<file path="config.mk">
export PLATFORM = sky130hd
export DESIGN_NAME = mips_mc_controller_flat
export DESIGN_NICKNAME = d
export VERILOG_FILES = /design/src/rtl/mips_mc_controller_if.sv /design/src/rtl/mips_mc_controller.sv /design/src/flat_wrapper.sv
export SDC_FILE = /design/constraint.sdc
export NUM_CORES = 1
export LEC_CHECK = 0
export BUFFER_PORTS_ARGS = -buffer_cell sky130_fd_sc_hd__buf_2
export CAP_MARGIN = 20
export CELL_PAD_IN_SITES_DETAIL_PLACEMENT = 1
export CELL_PAD_IN_SITES_GLOBAL_PLACEMENT = 1
export CORE_UTILIZATION = 40
export CTS_BUF_LIST = sky130_fd_sc_hd__clkbuf_8
export CTS_CLUSTER_DIAMETER = 200
export CTS_CLUSTER_SIZE = 30
export DETAILED_ROUTE_END_ITERATION = 10
export GPL_ROUTABILITY_DRIVEN = 0
export PLACE_DENSITY = 0.81
export SLEW_MARGIN = 15
export SYNTH_ARGS = -nofsm -noshare
export SYNTH_HDL_FRONTEND = slang
export SYNTH_SLANG_ARGS = --single-unit
</file>
<file path="constraint.sdc">
create_clock -name clk -period 3.3 [get_ports clk]
set_input_delay 0.165 -clock clk [delete_from_list [all_inputs] [get_ports clk]]
set_output_delay 0.165 -clock clk [all_outputs]
set_load 0.01 [all_outputs]
</file>
<file path="src/rtl/mips_mc_controller_if.sv">
// Memory-port handshake between the multi-cycle controller and the memory.
// The controller is the master: it raises mem_req, steers the address with iord
// and strobes mem_write. The memory answers with mem_ready.
interface mips_mc_controller_if;
  logic mem_req;
  logic mem_write;
  logic iord;
  logic mem_ready;

  modport master (output mem_req, output mem_write, output iord, input mem_ready);
  modport slave  (input mem_req, input mem_write, input iord, output mem_ready);
endinterface

</file>
<file path="src/rtl/mips_mc_controller.sv">
// Multi-cycle MIPS control unit.
// Moore-decoded datapath controls, with two exceptions:
//   - ir_write and pc_write in FETCH are gated by memory ready.
//   - pc_en also folds in the branch condition.
// Also provides a wait-state timeout, a sticky illegal-instruction trap and a
// retired-instruction counter.
module mips_mc_controller #(
  parameter int MEM_HANDSHAKE = 1,
  parameter int TIMEOUT       = 15,
  parameter int CNT_W         = 32
) (
  input  logic                  clk,
  input  logic                  reset,
  input  logic [5:0]            opcode,
  input  logic [5:0]            funct,
  input  logic                  zero,
  mips_mc_controller_if.master  bus,
  output logic                  ir_write,
  output logic                  pc_en,
  output logic [1:0]            pc_src,
  output logic                  alu_src_a,
  output logic [1:0]            alu_src_b,
  output logic                  imm_zext,
  output logic [2:0]            alu_control,
  output logic                  reg_dst,
  output logic                  mem_to_reg,
  output logic                  reg_write,
  output logic                  illegal,
  output logic                  bus_err,
  output logic [CNT_W-1:0]      retired
);

  typedef enum logic [3:0] {
    S_FETCH  = 4'd0,  S_DECODE = 4'd1,  S_MEMADR = 4'd2,  S_MEMRD  = 4'd3,
    S_MEMWB  = 4'd4,  S_MEMWR  = 4'd5,  S_RTEXE  = 4'd6,  S_RTWB   = 4'd7,
    S_IEXE   = 4'd8,  S_IWB    = 4'd9,  S_BRANCH = 4'd10, S_JUMP   = 4'd11,
    S_TRAP   = 4'd12
  } state_t;

  localparam logic [5:0] OP_RTYPE = 6'b000000;
  localparam logic [5:0] OP_LW    = 6'b100011;
  localparam logic [5:0] OP_SW    = 6'b101011;
  localparam logic [5:0] OP_BEQ   = 6'b000100;
  localparam logic [5:0] OP_BNE   = 6'b000101;
  localparam logic [5:0] OP_ADDI  = 6'b001000;
  localparam logic [5:0] OP_ANDI  = 6'b001100;
  localparam logic [5:0] OP_ORI   = 6'b001101;
  localparam logic [5:0] OP_SLTI  = 6'b001010;
  localparam logic [5:0] OP_J     = 6'b000010;
  localparam logic [7:0] TO_LIMIT = 8'(TIMEOUT);

  state_t           state_q, state_d;
  logic [7:0]       wait_q, wait_d;
  logic [CNT_W-1:0] retired_q;
  logic             illegal_q, bus_err_q;
  logic             rdy, pc_write, branch, in_mem, illegal_set, timeout_hit, retire;

  // With the handshake disabled every access completes in its first cycle.
  assign rdy = (MEM_HANDSHAKE != 0) ? bus.mem_ready : 1'b1;

  // Next-state and control decode; every output gets a safe default first.
  always_comb begin
    state_d       = state_q;
    bus.mem_req   = 1'b0;
    bus.mem_write = 1'b0;
    bus.iord      = 1'b0;
    ir_write      = 1'b0;
    pc_write      = 1'b0;
    branch        = 1'b0;
    pc_src        = 2'b00;
    alu_src_a     = 1'b0;
    alu_src_b     = 2'b00;
    imm_zext      = 1'b0;
    alu_control   = 3'b010;
    reg_dst       = 1'b0;
    mem_to_reg    = 1'b0;
    reg_write     = 1'b0;
    in_mem        = 1'b0;
    illegal_set   = 1'b0;
    timeout_hit   = 1'b0;
    case (state_q)
      S_FETCH: begin
        bus.mem_req = 1'b1;
        alu_src_b   = 2'b01;
        in_mem      = 1'b1;
        if (rdy) begin
          ir_write = 1'b1;
          pc_write = 1'b1;
          state_d  = S_DECODE;
        end else if (wait_q == TO_LIMIT) begin
          timeout_hit = 1'b1;
          state_d     = S_TRAP;
        end else begin
          state_d = S_FETCH;
        end
      end
      S_DECODE: begin
        alu_src_b = 2'b11;
        case (opcode)
          OP_LW, OP_SW:                     state_d = S_MEMADR;
          OP_RTYPE:                         state_d = S_RTEXE;
          OP_BEQ, OP_BNE:                   state_d = S_BRANCH;
          OP_ADDI, OP_ANDI, OP_ORI, OP_SLTI: state_d = S_IEXE;
          OP_J:                             state_d = S_JUMP;
          default: begin
            illegal_set = 1'b1;
            state_d     = S_TRAP;
          end
        endcase
      end
      S_MEMADR: begin
        alu_src_a = 1'b1;
        alu_src_b = 2'b10;
        if (opcode == OP_SW) state_d = S_MEMWR;
        else                 state_d = S_MEMRD;
      end
      S_MEMRD: begin
        bus.mem_req = 1'b1;
        bus.iord    = 1'b1;
        in_mem      = 1'b1;
        if (rdy) begin
          state_d = S_MEMWB;
        end else if (wait_q == TO_LIMIT) begin
          timeout_hit = 1'b1;
          state_d     = S_TRAP;
        end else begin
          state_d = S_MEMRD;
        end
      end
      S_MEMWB: begin
        reg_write  = 1'b1;
        mem_to_reg = 1'b1;
        state_d    = S_FETCH;
      end
      S_MEMWR: begin
        bus.mem_req   = 1'b1;
        bus.mem_write = 1'b1;
        bus.iord      = 1'b1;
        in_mem        = 1'b1;
        if (rdy) begin
          state_d = S_FETCH;
        end else if (wait_q == TO_LIMIT) begin
          timeout_hit = 1'b1;
          state_d     = S_TRAP;
        end else begin
          state_d = S_MEMWR;
        end
      end
      S_RTEXE: begin
        alu_src_a = 1'b1;
        alu_src_b = 2'b00;
        state_d   = S_RTWB;
        case (funct)
          6'b100000: alu_control = 3'b010;
          6'b100010: alu_control = 3'b110;
          6'b100100: alu_control = 3'b000;
          6'b100101: alu_control = 3'b001;
          6'b101010: alu_control = 3'b111;
          default: begin
            illegal_set = 1'b1;
            state_d     = S_TRAP;
          end
        endcase
      end
      S_RTWB: begin
        reg_write = 1'b1;
        reg_dst   = 1'b1;
        state_d   = S_FETCH;
      end
      S_IEXE: begin
        alu_src_a = 1'b1;
        alu_src_b = 2'b10;
        state_d   = S_IWB;
        case (opcode)
          OP_ANDI: begin alu_control = 3'b000; imm_zext = 1'b1; end
          OP_ORI:  begin alu_control = 3'b001; imm_zext = 1'b1; end
          OP_SLTI: alu_control = 3'b111;
          default: alu_control = 3'b010;
        endcase
      end
      S_IWB: begin
        reg_write = 1'b1;
        state_d   = S_FETCH;
      end
      S_BRANCH: begin
        alu_src_a   = 1'b1;
        alu_src_b   = 2'b00;
        alu_control = 3'b110;
        pc_src      = 2'b01;
        branch      = 1'b1;
        state_d     = S_FETCH;
      end
      S_JUMP: begin
        pc_src   = 2'b10;
        pc_write = 1'b1;
        state_d  = S_FETCH;
      end
      S_TRAP:  state_d = S_TRAP;
      default: state_d = S_FETCH;
    endcase
  end

  // bne takes the branch when zero is clear; beq when it is set.
  assign pc_en       = pc_write | (branch & (zero ^ (opcode == OP_BNE)));
  // The wait count only runs while a memory access is stalled.
  assign wait_d      = (in_mem && !rdy) ? (wait_q + 8'd1) : 8'd0;
  assign retire      = (state_q != S_FETCH) && (state_d == S_FETCH);
  assign illegal     = illegal_q;
  assign bus_err     = bus_err_q;
  assign retired     = retired_q;

  // State, wait counter, sticky flags and retired counter; reset wins over all.
  always_ff @(posedge clk) begin
    if (!reset) begin
      state_q   <= S_FETCH;
      wait_q    <= 8'd0;
      retired_q <= '0;
      illegal_q <= 1'b0;
      bus_err_q <= 1'b0;
    end else begin
      state_q   <= state_d;
      wait_q    <= wait_d;
      retired_q <= retire ? (retired_q + CNT_W'(1)) : retired_q;
      illegal_q <= illegal_q | illegal_set;
      bus_err_q <= bus_err_q | timeout_hit;
    end
  end

endmodule

</file>
<file path="src/flat_wrapper.sv">
// flat-port wrapper written by rule: the top's interface ports become plain ports
module mips_mc_controller_flat 
#(
  parameter int MEM_HANDSHAKE = 1,
  parameter int TIMEOUT       = 15,
  parameter int CNT_W         = 32
)
  (clk, reset, opcode, funct, zero, ir_write, pc_en, pc_src, alu_src_a, alu_src_b, imm_zext, alu_control, reg_dst, mem_to_reg, reg_write, illegal, bus_err, retired, bus_mem_req, bus_mem_write, bus_iord, bus_mem_ready);
  mips_mc_controller_if bus_i ();
  input  logic clk;
  input  logic reset;
  input  logic [5:0] opcode;
  input  logic [5:0] funct;
  input  logic zero;
  output logic ir_write;
  output logic pc_en;
  output logic [1:0] pc_src;
  output logic alu_src_a;
  output logic [1:0] alu_src_b;
  output logic imm_zext;
  output logic [2:0] alu_control;
  output logic reg_dst;
  output logic mem_to_reg;
  output logic reg_write;
  output logic illegal;
  output logic bus_err;
  output logic [CNT_W-1:0] retired;
  output wire logic [$bits(bus_i.mem_req)-1:0] bus_mem_req;
  output wire logic [$bits(bus_i.mem_write)-1:0] bus_mem_write;
  output wire logic [$bits(bus_i.iord)-1:0] bus_iord;
  input wire logic [$bits(bus_i.mem_ready)-1:0] bus_mem_ready;
  assign bus_mem_req = bus_i.mem_req;
  assign bus_mem_write = bus_i.mem_write;
  assign bus_iord = bus_i.iord;
  assign bus_i.mem_ready = bus_mem_ready;
  mips_mc_controller #(.MEM_HANDSHAKE(MEM_HANDSHAKE), .TIMEOUT(TIMEOUT), .CNT_W(CNT_W)) u_core (.clk(clk), .reset(reset), .opcode(opcode), .funct(funct), .zero(zero), .bus(bus_i), .ir_write(ir_write), .pc_en(pc_en), .pc_src(pc_src), .alu_src_a(alu_src_a), .alu_src_b(alu_src_b), .imm_zext(imm_zext), .alu_control(alu_control), .reg_dst(reg_dst), .mem_to_reg(mem_to_reg), .reg_write(reg_write), .illegal(illegal), .bus_err(bus_err), .retired(retired));
endmodule
</file>
; Word level (Yosys, flattened, before mapping)
; Cells that the tools add are included.
[op_classes]
n_addsub = 2
n_bitwise = 5
reduce_logical = 19
muxes = 34
eq_ne = 27
[ops]
columns = cell, count
row1 = $eq A6 B6 Y1 const B, 7
row2 = $add A32 B1 Y32 const B, 1
row3 = $pmux W4 S8, 1
row4 = $mux W4, 7
row5 = $eq A6 B4 Y1 const B, 4
row6 = $eq A4 B4 Y1 const B, 5
row7 = $pmux W4 S5, 1
row8 = $pmux W3 S3, 2
row9 = $mux W1, 17
row10 = $eq A4 B3 Y1 const B, 4
row11 = $eq A6 B3 Y1 const B, 2
row12 = $pmux W3 S4, 1
row13 = $reduce_or A10 Y1, 1
row14 = $reduce_or A2 Y1, 5
row15 = $add A8 B1 Y8 const B, 1
row16 = $eq A4 B2 Y1 const B, 2
row17 = $eq A8 B4 Y1 const B, 1
row18 = $logic_not A4 Y1, 2
row19 = $reduce_or A4 Y1, 2
row20 = $eq A6 B2 Y1 const B, 1
row21 = $logic_not A6 Y1, 1
row22 = $pmux W2 S3, 1
row23 = $reduce_or A3 Y1, 2
row24 = $reduce_or A5 Y1, 1
row25 = 11 further kinds, 15
[totals]
in_bits = 16
out_inout_bits = 51
wordCells = 92
ff_bits = 46

; Logic depth before layout (Yosys ltp)
; Gate-level depths: netlist (run 1).
[depth]
depth_word = 6
mapped_depth = 12
depth_no_buf = 8

; Least setup slack after synthesis (run 1)
; Ideal clock, no wire load.
[synth_timing]
path_kind = register -> register
from = register u_core.wait_q[0]
to = register u_core.retired_q[27], in the netlist u_core.retired[27]
setup_time_ps = 70
arrival_time_ps = 2647
period_less_slack_ps = 2717
setup_slack_ps = 583
required_ps = 3230
path_stages_with_launch = 11
cell_sequence = dfxtp_1 -> ha_1 -> and3_1 -> nand2_1 -> a211oi_1 -> or4b_4 -> or3_1 -> buf_6 -> buf_6 -> or4_1 -> a21oi_1
[synth_via]
elab_chain_len = 6
word_cells_on_any_way = 10
cone_classes = 1 x eq/ne / 7 x mux / 2 x reduce/logical
[synth_rtl]
columns = item, line
row1 = from (decl), mips_mc_controller.sv:53  ; logic [7:0] wait_q, wait_d;
row2 = from (signal assigned), mips_mc_controller.sv:222  ; wait_q <= wait_d;
row3 = $eq A8 B4 Y1 (*), "mips_mc_controller.sv:90, mips_mc_controller.sv:123, mips_mc_controller.sv:142"
row4 = "$mux W4, on equally long branches", "mips_mc_controller.sv:142, mips_mc_controller.sv:90, mips_mc_controller.sv:123"
row5 = "$mux W4, on equally long branches", "mips_mc_controller.sv:140, mips_mc_controller.sv:121, mips_mc_controller.sv:86"
row6 = $pmux W4 S8 (*), mips_mc_controller.sv:81  ; case (state_q)
row7 = $logic_not A4 Y1 (*), mips_mc_controller.sv:207  ; assign retire = (state_q != S_FETCH) && (state_d == S_FETCH);
row8 = $logic_and A1 B1 Y1 (*), mips_mc_controller.sv:207
row9 = to (signal assigned), mips_mc_controller.sv:223  ; retired_q <= retire ? (retired_q + CNT_W'(1)) : retired_q;
row10 = to (decl), mips_mc_controller.sv:54  ; logic [CNT_W-1:0] retired_q;
; Mark *: on every way between the ends. The rest lies on a longest branch, timed or not.
; A chain may end at the register's enable or synchronous reset.

; Worst setup path in the final report (run 1)
[layout_timing]
from = register u_core.state_q[1]
to = register u_core.retired_q[13], in the netlist u_core.retired[13]
[layout_via]
elab_chain_len = 4
word_cells_on_any_way = 12
cone_classes = 7 x eq/ne / 1 x mux / 4 x reduce/logical
[layout_rtl]
columns = item, line
row1 = from (decl), mips_mc_controller.sv:52  ; state_t state_q, state_d;
row2 = from (signal assigned), mips_mc_controller.sv:221  ; state_q <= state_d;
row3 = "$eq A4 B4 Y1, or another cell as far along", mips_mc_controller.sv:81
row4 = $pmux W4 S8, mips_mc_controller.sv:81
row5 = $logic_not A4 Y1, mips_mc_controller.sv:207
row6 = $logic_and A1 B1 Y1 (*), mips_mc_controller.sv:207
; Marked as above.

==> key figures, run 1 <==
Synthesis
  – Async SR Flop Fraction: 0%
  – Synth warn: 0
  – Post-synth EDFFs: 0
  – Ys flop type: dfxtp_1
  – Share of Yosys cell area claimed by the top area cell type: 33.4%
  – Syn Inst Count: approximately 360
  – Synth Net Count: 374
  – Synth Register Bits: 46
  – Netlist cell types: between 50 and 60
  – Mean Syn Cell Area: a little under 8 um^2
  – Synthesized cell area: about 2800 um^2
  – Cell taking the most area after synthesis: dfxtp_1
  – Seq/Total Area, Yosys: about a third
  – Synth top area cells: dfxtp_1 33%, a21oi_1 6.3%, nand3_1 4.5%

GRT
  – Largest net degree at the start of global routing: 46
  – Vias in the first global route: around 2900
  – Total gr overflow: 0
  – First-pass GRT wire length: 13900 um
  – Antenna violations before repair: 0
  – Total GRT Usage: 23.7%

Worst setup path
  – Startpoint Class: flip-flop
  – Largest fanout on the critical path: 45
  – Worst path required time: 3.52 ns
  – Setup CP Type: flip-flop to flip-flop
  – Setup crit end kind: flip-flop
  – CP arrival: around 3.3 ns

Detailed routing
  – Starting DRT DRC Count: 172
  – Vias per cell: 6.00
  – Post-Route WL: 8320 um
  – Vias: 2990
  – Uppermost layer routed: met4
  – DRC: 0
  – DRT Pass-1 Iters: 4
  – Met3 routed WL: just under 300 um
  – M1 wire length: 3950 um
  – Routed wire length per instance: 16.7 um
  – DRT antenna net count: 0
  – Met2 wirelength from detailed routing: 3920 um

CTS
  – Cts hold-fix bufs: 0
  – Clk Latency, worst-skew pair: ~0.30 ns
  – CTS tree: done
  – CTS Buf Count: 5
  – Clock Path Buffers: 2
  – Clock Pin Slew Worst Setup and Hold Paths: 0.09 ns
  – Setup bufs post-CTS: 0
  – CTS resizes: 0
  – # clock sinks: 46
  – Root Driver: clkbuf_8
  – # H-tree levels: 2

Cells and area
  – Filler instances: 839
  – Nets: 438
  – Antenna Cells: 0
  – Seq. cell area: 921 um^2
  – Ratio of cells with drive above 1 in the final layout: 21.6%
  – Area occupied by multi-input gates: 1730 um^2
  – Most common cell after layout, fill and taps aside: buf_2
  – Most frequent cells in the layout: 66 x buf_2, 46 x dfxtp_1, 35 x a21oi_1, 33 x nor2_1, 25 x nand3_1
  – Design area: 3290 um^2
  – Area growth syn-to-layout: 19.1%

Die
  – Core area: between 6000 and 7000 um^2
  – Starting Density: between 40% and 50%
  – Ports: between 60 and 70
  – FP Rows: 29
  – Die Footprint: 7230 um^2
  – Chip Width: 85.1 um
  – Die H: 85.1 um

Timing
  – Final Setup Violations: 0
  – Setup TNS: 0 ns
  – Worst Max-Slew Pin Slew: 1.07 ns
  – Worst Skew: around 0.005 ns
  – RSZ-0062 raised after global routing: no
  – Slew HR: between 20% and 30%
  – Pins Over Slew Limit: 0
  – Final Hold Viols: 0
  – Final period util: 93.1%
  – F_max: between 300 and 400 MHz
  – Period minus WS final: 3.07 ns

Power and ir drop
  – Pint: 0.873 mW
  – Final Power: 1.31 mW
  – Sequential cell fraction of total power: 45.0%
  – Leakage power total: ~1.3 nW
  – Switching Share: 33.3%
  – P per Cell Area: between 300 and 400 nW/um^2
  – Maximum VDD drop: 215 uV
  – Net Switching: 0.436 mW
  – Logic pwr share: 24.6%
  – Clock network power share: 30.4%

Place
  – Cell Area, Placed: around 3200 um^2
  – Dpl hpwl: roughly 6000 um
  – IO buf count: 66

Min path
  – Hold Path Class: input pin to flip-flop

Flow run
  – Max Cap Violations: 0

Status
  – Outcome: finished clean
==> stage by stage <==
stage          cells  setup WS (ns)  utilization (%)  hold slack [ns]
3_5_place_dp     490          0.232             48.9            0.444
5_1_grt          498        0.00698             50.6            0.203
4_1_cts          498          0.101             50.5            0.195
3_3_place_gp     490          0.376             48.9            0.426
2_1_floorplan    356          0.583                -            0.413
6_report         498          0.229             50.6            0.196
==> critical path: stages, from the launching register on <==
cell and delay, ns:
dfxtp_1 0.54, nor4b_1 0.17, and4b_1 0.26, a211oi_1 0.35, o311ai_1 0.27, or3_1 0.42
buf_4 0.26, or4b_1 0.54, a21oi_1 0.15
==> area by class of cell <==
type / count / area share [%]
multi-input combinational: 284 / 52.6
inverter: 6 / 0.685
clock inverter: 1 / 0.266
tap: 77 / 2.93
clock buffer: 7 / 2.93
timing repair buffer: 77 / 12.6
sequential: 46 / 28.0
==> power groups by stage <==
| stage | Combinational, mW | Sequential [mW] | Clock (mW) |
|---|---|---|---|
| after floorplan | 0.232 | 0.591 | 0 |
| after global placement | 0.312 | 0.600 | 0 |
| after detailed placement | 0.318 | 0.602 | 0 |
| after CTS | 0.321 | 0.589 | 0.410 |
| after global routing | 0.351 | 0.591 | 0.427 |
| final | 0.322 | 0.589 | 0.398 |
==> sequential cells by signal (all words and copies together), names as in the netlist <==
register and flops:
u_core.illegal 1, u_core.state_q 4, u_core.wait_q 8, u_core.retired 32, u_core.bus_err 1
==> logic make-up after synthesis <==
family	synth area share [%]
AND/OR/NAND/NOR	36.2
flip-flops	33.4
adder cells (fa/ha/maj)	0.907
buffers and inverters	4.17
XOR/XNOR	3.17
multiplexers	1.09
AO/OA/AOI/OAI	21.0
==> final timing paths <==
check,cells after the start,startpoint,slack [ns],end
worst min register to register,1,u_core.wait_q[0]$_SDFF_PN0_,0.45,u_core.wait_q[0]$_SDFF_PN0_
worst max-delay path,8,u_core.state_q[1]$_SDFF_PN0_,0.23,u_core.retired[13]$_SDFFE_PN0P_
worst min-delay path,2,reset,0.20,u_core.retired[6]$_SDFFE_PN0P_
worst max register to register,8,u_core.state_q[1]$_SDFF_PN0_,0.23,u_core.retired[13]$_SDFFE_PN0P_
==> metal layers <==
metal	GRT usage (%)	up-vias
li1	-	1464
met1	31.2	1441
met2	39.5	69
met3	3.70	16
met4	8.17	0
met5	0	-
==> synth_stat cells, types with 2 or more instances <==
cell type,n
nor3b_1,3
or3_1,14
a22oi_1,3
ha_1,2
nor2b_1,7
o311a_1,2
nand4b_1,3
mux2i_1,3
xnor2_1,5
or2_2,3
a31oi_1,2
buf_2,2
and3_1,12
o21a_1,3
dfxtp_1,46
buf_6,2
nor4_1,5
o41ai_1,5
and4_1,3
a21oi_1,35
nand3_1,25
clkbuf_1,15
and2_1,4
o22ai_1,2
nand2_1,20
inv_1,6
or4b_1,3
a2111oi_0,2
o31ai_1,11
xor2_1,5
o21ai_0,21
a211oi_1,3
nand4_1,8
nand2b_1,8
or4_1,11
nand3b_1,3
nor2_1,33
Note: power is estimated with default switching activity, not from simulation.
==> inputs of run 2 (changes only) <==
Settings changed: ABC_AREA set to 1, CORE_UTILIZATION 40 to 39, PLACE_DENSITY 0.81 to 0.82.
==> key figures, run 2 <==
Synthesis
  – Syn Inst Count: 473 (+33%)
  – Mean Syn Cell Area: 6.39 um^2 (-18%)
  – Synth Register Bits: 46 (unchanged)
  – Synth top area cells: dfxtp_1 30%, nor2_1 13%, nand2_1 12%
  – Synth Net Count: 491 (+31%)
  – Cell taking the most area after synthesis: dfxtp_1
  – Most common cell in the synthesized netlist: nor2_1
  – Commonest cells in the netlist: 107 x nor2_1, 96 x nand2_1, 64 x nand3_1
  – Netlist cell types: 34 (-36%)
  – Synth warn: 0 (unchanged)
  – Synthesized cell area: 3020 um^2 (+9.5%)
  – Seq/Total Area, Yosys: 30.5% (-2.9 points)
  – Post-synth EDFFs: 0 (unchanged)
  – Share of Yosys cell area claimed by the top area cell type: 30.5% (-2.9 points)
  – Async SR Flop Fraction: 0% (unchanged)
  – Ys flop type: dfxtp_1

Detailed routing
  – Vias: 3188 (+6.6%)
  – Routed wire length per instance: 13.0 um (-22%)
  – DRT Pass-1 Iters: 4 (unchanged)
  – DRC: 0 (unchanged)
  – Vias per cell: 5.00 (-17%)
  – Starting DRT DRC Count: 112 (-35%)
  – Post-Route WL: 8310 um (-0.16%)
  – DRT antenna net count: 0 (unchanged)

CTS
  – # clock sinks: 46 (unchanged)
  – CTS resizes: 0 (unchanged)
  – Cts hold-fix bufs: 0 (unchanged)
  – Clock Path Buffers: 2 (unchanged)
  – Root Driver: clkbuf_8
  – Clk Latency, worst-skew pair: 0.30 ns (about the same)
  – Clock Pin Slew Worst Setup and Hold Paths: 0.10 ns (about the same)
  – Setup bufs post-CTS: 0 (unchanged)
  – # H-tree levels: 2 (unchanged)
  – CTS tree: done
  – CTS Buf Count: 5 (unchanged)

Worst setup path
  – Setup crit end kind: flip-flop
  – Max incr delay on CP: 0.48 ns (-0.06 ns)
  – Setup slack, reg-to-reg: 0.73 ns (+0.50 ns)
  – CP Cell Sequence: ha_1 -> nand2_1 -> nor2_1 -> inv_1 -> nor2_1 -> nor2_1 -> nand2_1 -> nand2_1 -> nor2_1 -> nand2_2 -> nor2_8 -> buf_12 -> nand3_1 -> nand2_1 -> nor2_1
  – Setup CP Type: flip-flop to flip-flop
  – Startpoint Class: flip-flop
  – Largest fanout on the critical path: 37 (-18%)
  – CP arrival: 2.78 ns (-0.51 ns)
  – Crit path launch: u_core.wait_q[0]$_SDFF_PN0_
  – R2R depth: 15 (+7)
  – Reg-to-reg endpoint: u_core.retired[20]$_SDFFE_PN0P_
  – Worst path required time: 3.51 ns (about the same)
  – Setup crit end: u_core.retired[20]$_SDFFE_PN0P_
  – Slowest-stage cell, CP: nor2_8
  – Worst R2R Start: u_core.wait_q[0]$_SDFF_PN0_
  – Cell repeated most along the worst path: nor2_1

Cells and area
  – Largest register FFs: 32 (unchanged)
  – Antenna Cells: 0 (unchanged)
  – Most common cell after layout, fill and taps aside: nor2_1
  – Nets: 555 (+27%)
  – Filler instances: 1033 (+23%)
  – Ratio of cells with drive above 1 in the final layout: 21.6% (-0.054 points)
  – Area growth syn-to-layout: 16.0%
  – Most frequent cells in the layout: 107 x nor2_1, 96 x nand2_1, 66 x buf_2, 64 x nand3_1, 59 x inv_1

Timing
  – RSZ-0062 raised after global routing: no
  – F_max: 388 MHz (+19%)
  – Pins Over Slew Limit: 0 (unchanged)
  – Worst Skew: 0.0121 ns (+0.00723 ns)
  – Final Hold Viols: 0 (unchanged)
  – Slew HR: 57.0% (+28 points)
  – Setup TNS: 0 ns (unchanged)
  – Min Hold Slack: 0.251 ns (+0.0545 ns)
  – Worst Max-Slew Pin Slew: 0.646 ns (-0.421 ns)
  – Period minus WS final: 2.57 ns (-0.497 ns)
  – Final Setup Violations: 0 (unchanged)
  – Final period util: 78.0% (-15 points)

Min path
  – Hold Path Class: input pin to flip-flop
  – Hold path depth: 4 (+2)
  – Hold Crit Start: bus_mem_ready

Place
  – IO buf count: 66 (unchanged)
  – Dpl hpwl: 6480 um (+6.0%)

Die
  – Starting Density: 41.0% (-1.5 points)
  – Die H: 90.0 um (+5.8%)
  – Ports: 67 (unchanged)
  – Die Footprint: 8100 um^2 (+12%)
  – Chip Width: 90.0 um (+5.8%)
  – FP Rows: 31 (+6.9%)
  – Core area: 7370 um^2 (+13%)

Status
  – Outcome: finished clean

Power and ir drop
  – P per Cell Area: 434 nW/um^2 (+8.9%)
  – Final Power: 1.52 mW (+16%)
  – Leakage power total: 1.70 nW (+32%)
  – Maximum VDD drop: 251 uV (+17%)

GRT
  – Total GRT Usage: 21.3% (-2.4 points)
  – Antenna violations before repair: 0 (unchanged)
  – Vias in the first global route: 3195 (+9.0%)
  – Largest net degree at the start of global routing: 38 (-17%)
  – Total gr overflow: 0 (unchanged)
  – First-pass GRT wire length: 14600 um (+5.6%)

Flow run
  – Max Cap Violations: 0 (unchanged)
[run 2: changes by cell type after synthesis, sizes merged, moves of 14 or more]
| cell | change |
|---|---|
| nand2 | +78 |
| nor2 | +84 |
| nand3 | +41 |
| inv | +54 |
| clkbuf | -15 |
| or3 | -14 |
| o21ai | -19 |
[run 2: area by class of cell]
class | instances | area (um^2) | area share [%]
Clock buffer | 5 | 68.8 | 1.96
Clock inverter | 3 | 41.3 | 1.18
Inverter | 60 | 225 | 6.43
Multi-Input combinational cell | 357 | 1770 | 50.6
Sequential cell | 46 | 921 | 26.3
Tap cell | 99 | 124 | 3.53
Timing Repair Buffer | 67 | 350 | 10.0
[run 2: per-layer routing]
metal,global-route usage (%),vias up,share of wire (%)
li1,-,1640,-
met1,28.3,1491,48
met2,36.7,51,48
met3,3.13,6,3.2
met4,4.44,0,0.87
met5,0,-,0
[run 2: stage by stage]
| stage | worst slack (ns) | cells | util [%] | instance area [um^2] |
|---|---|---|---|---|
| finish | 0.726 | 637 | 47.6 | 3500 |
| global route | 0.441 | 637 | 47.6 | 3500 |
| CTS | 0.733 | 637 | 47.6 | 3500 |
| detailed placement | 0.753 | 629 | 46.1 | 3390 |
| global placement | 0.822 | 629 | 46.1 | 3390 |
| floorplan | 1.41 | 473 | - | 3020 |
[run 2: power breakdown]
| part | switching (mW) | internal, mW | leakage [nW] | total, mW |
|---|---|---|---|---|
| Combinational | 0.335 | 0.149 | 1.28 | 0.484 |
| Sequential | 0.0292 | 0.576 | 0.372 | 0.605 |
| Clock | 0.207 | 0.223 | 0.0556 | 0.430 |
| Total | 0.571 | 0.949 | 1.70 | 1.52 |
[run 2: critical path: cells and delay by family (launching register included)]
family / cells / cell delay, ns
buf+inv: 2 / 0.35
simple gates: 12 / 1.57
flops: 1 / 0.36
fa+ha+maj: 1 / 0.17
[run 2: kinds of logic after synthesis]
| family | after synthesis | share of synthesized area [%] |
|---|---|---|
| buffers and inverters | 70 | 10.8 |
| and+or+nand+nor | 306 | 46.0 |
| DFF | 46 | 30.5 |
| adders and majority gates | 2 | 0.828 |
| AOI/OAI and AO/OA | 44 | 10.5 |
| xor gates and xnor gates | 5 | 1.45 |
[run 2: worst min-delay path by stage]
| stage | endpoint | slack (ns) |
|---|---|---|
| floorplan | u_core.bus_err$_SDFF_PN0_ | 0.41 |
| global placement | u_core.wait_q[0]$_SDFF_PN0_ | 0.43 |
| detailed placement | u_core.wait_q[0]$_SDFF_PN0_ | 0.44 |
| CTS | u_core.bus_err$_SDFF_PN0_ | 0.24 |
| global route | u_core.bus_err$_SDFF_PN0_ | 0.26 |
| finish | u_core.bus_err$_SDFF_PN0_ | 0.25 |
==> inputs of run 3 (changes only) <==
Settings changed: ABC_AREA 1 to 0, CORE_UTILIZATION 39 to 36, PLACE_DENSITY 0.82 to 0.77.
Clock period 3.3 ns to 2.1 ns, I/O delays scaled along.
==> key figures, run 3 (synthesis results as in run 1) <==
Status
  – Outcome: finished with violations
  – Failing checks: setup timing

CTS
  – CTS tree: done
  – CTS Buf Count: 5 (unchanged)
  – Clk Latency, worst-skew pair: 0.32 ns (+0.02 ns)
  – # clock sinks: 46 (unchanged)
  – Clock Path Buffers: 2 (unchanged)
  – Clock Pin Slew Worst Setup and Hold Paths: 0.11 ns (about the same)
  – Root Driver: clkbuf_8
  – # H-tree levels: 2 (unchanged)

Worst setup path
  – Setup crit end kind: flip-flop
  – Cell repeated most along the worst path: buf_4
  – Max incr delay on CP: 0.50 ns (+0.02 ns)
  – Setup CP Type: flip-flop to flip-flop
  – CP Cell Sequence: buf_4 -> nand2b_2 -> buf_4 -> o32ai_1 -> a31oi_4 -> nand4_1 -> or3_4 -> buf_12 -> or4b_1 -> a21oi_1
  – Slowest-stage cell, CP: or4b_1
  – Family with the most delay on the worst path: simple AND/OR/NAND/NOR gates
  – Largest fanout on the critical path: 7 (-81%)
  – Worst path required time: 2.35 ns (-1.16 ns)
  – CP arrival: 3.09 ns (+0.31 ns)
  – Setup slack, reg-to-reg: -0.75 ns (-1.47 ns)
  – Worst path bufs/invs: 3 (+1)
  – Startpoint Class: flip-flop

Cells and area
  – Antenna Cells: 0 (unchanged)
  – Fin util: 66.1% (+18 points)
  – Area growth syn-to-layout: 75.5%
  – Most common cell after layout, fill and taps aside: buf_4
  – Ratio of cells with drive above 1 in the final layout: 54.4% (+33 points)
  – Filler instances: 848 (-18%)
  – Largest register FFs: 32 (unchanged)
  – Nets: 534 (-3.8%)
  – Final cell count without fillers: 616 (-3.3%)
  – Most frequent cells in the layout: 88 x buf_4, 66 x buf_2, 40 x dfxtp_1, 32 x nor2_1, 25 x nand3_1
  – Design area: 4840 um^2 (+38%)

Place
  – Cell Area, Placed: 3820 um^2 (+13%)
  – Dpl cells: 584 (-7.2%)
  – DP Worst Slack: -0.643 ns (-1.40 ns)
  – Dpl hpwl: 7610 um (+17%)
  – IO buf count: 66 (unchanged)

Timing
  – Final Setup Violations: 34 (+34)
  – Final Hold Viols: 0 (unchanged)
  – Period minus WS final: 2.85 ns (+0.273 ns)
  – Worst Max-Slew Pin Slew: 0.673 ns (+0.0275 ns)
  – Slew HR: 55.1% (-1.8 points)
  – Worst Skew: 0.0211 ns (+0.00902 ns)
  – Pins Over Slew Limit: 0 (unchanged)
  – RSZ-0062 raised after global routing: yes
  – F_max: 351 MHz (-9.6%)
  – Final period util: 136% (+58 points)
  – Final worst setup slack: -0.747 ns (-1.47 ns)

Power and ir drop
  – P per Cell Area: 637 nW/um^2 (+47%)
  – Leakage power total: 1.94 nW (+14%)
  – Maximum VDD drop: 467 uV (+86%)
  – Final Power: 3.08 mW (+100%)

Detailed routing
  – Routed wire length per instance: 29.2 um (+120%)
  – DRT Pass-1 Iters: 6 (+2)
  – Vias per cell: 6.77 (+35%)
  – DRT antenna net count: 0 (unchanged)
  – Starting DRT DRC Count: 324 (+190%)
  – Vias: 4170 (+31%)
  – DRC: 0 (unchanged)
  – Post-Route WL: 18000 um (+120%)

GRT
  – First-pass GRT wire length: 22300 um (+52%)
  – Vias in the first global route: 3971 (+24%)
  – Largest net degree at the start of global routing: 21 (-45%)
  – Total GRT Usage: 38.1% (+17 points)
  – Antenna violations before repair: 0 (unchanged)
  – Total gr overflow: 0 (unchanged)

Die
  – Core area: 7330 um^2 (-0.53%)
  – FP Rows: 31 (unchanged)
  – Ports: 67 (unchanged)
  – Chip Width: 89.5 um (-0.53%)
  – Die Footprint: 8020 um^2 (-1.1%)
  – Die H: 89.5 um (-0.53%)
  – Starting Density: 37.6% (-3.4 points)

Flow run
  – Max Cap Violations: 0 (unchanged)

Min path
  – Hold Path Class: input pin to flip-flop
## run 3: cell types whose count changed in the layout (fill, tap and decap cells not counted), moves of 8 or more
cell     delta
inv_1      -54
nor2_1     -75
or4_4       +8
buf_4      +88
nand2_1    -80
and3_1      +8
nand3_1    -39
buf_6      +10
or3_4       +8
## run 3: where the power goes
part,switching (mW),internal (mW)
Clock,0.349,0.351
Combinational,0.785,0.671
Sequential,0.0343,0.895
Total,1.17,1.92
## run 3: final cells by class
| type | instances | area [um^2] | area share [%] |
|---|---|---|---|
| multi-input cells | 284 | 2330 | 48.2 |
| repair buffers | 173 | 1320 | 27.2 |
| clock inverters | 3 | 40.0 | 0.827 |
| inverters | 6 | 22.5 | 0.465 |
| flip-flops and latches | 46 | 938 | 19.4 |
| clock buffers | 5 | 68.8 | 1.42 |
| well taps | 99 | 124 | 2.56 |
## run 3: per-layer routing
metal | vias to the layer above | routed length, um | GRT usage, %
met5 | - | 0 | 0
met4 | 0 | 1280 | 23.1
met3 | 124 | 1490 | 7.66
met2 | 320 | 8600 | 62.3
met1 | 2071 | 6590 | 46.0
li1 | 1655 | - | -
## run 3: worst paths after layout
kind / from / end / cells past startpoint
min reg2reg: u_core.bus_err$_SDFF_PN0_ / u_core.bus_err$_SDFF_PN0_ / 2
max reg2reg: u_core.state_q[0]$_SDFF_PN0_ / u_core.retired[13]$_SDFFE_PN0P_ / 10
min: reset / u_core.retired[6]$_SDFFE_PN0P_ / 2
max: u_core.state_q[0]$_SDFF_PN0_ / u_core.retired[13]$_SDFFE_PN0P_ / 10
## run 3: worst reg2reg max path: cells and delay by family (launching register included)
family / cells / cell delay [ns]
and+or+nand+nor: 4 / 1.31
DFF: 1 / 0.41
buffers and inverters: 3 / 0.45
AOI/OAI and AO/OA: 3 / 0.60
## run 3: metrics by stage
step | setup TNS [ns] | hold WS [ns]
CTS | -15.04 | 0.140
finish | -19.61 | 0.166
floorplan | -10.64 | 0.355
global placement | -14.65 | 0.448
global route | -20.66 | 0.157
detailed placement | -16.49 | 0.457
## run 3: what timing repair did
action                                  in CTS  in global routing
gates cloned                                 6                  0
buffers inserted                            13                 11
endpoints found under the setup margin      33                 38
pin swaps                                   44                 31
hold buffers                                 0                  0
gates resized for setup                     61                 88
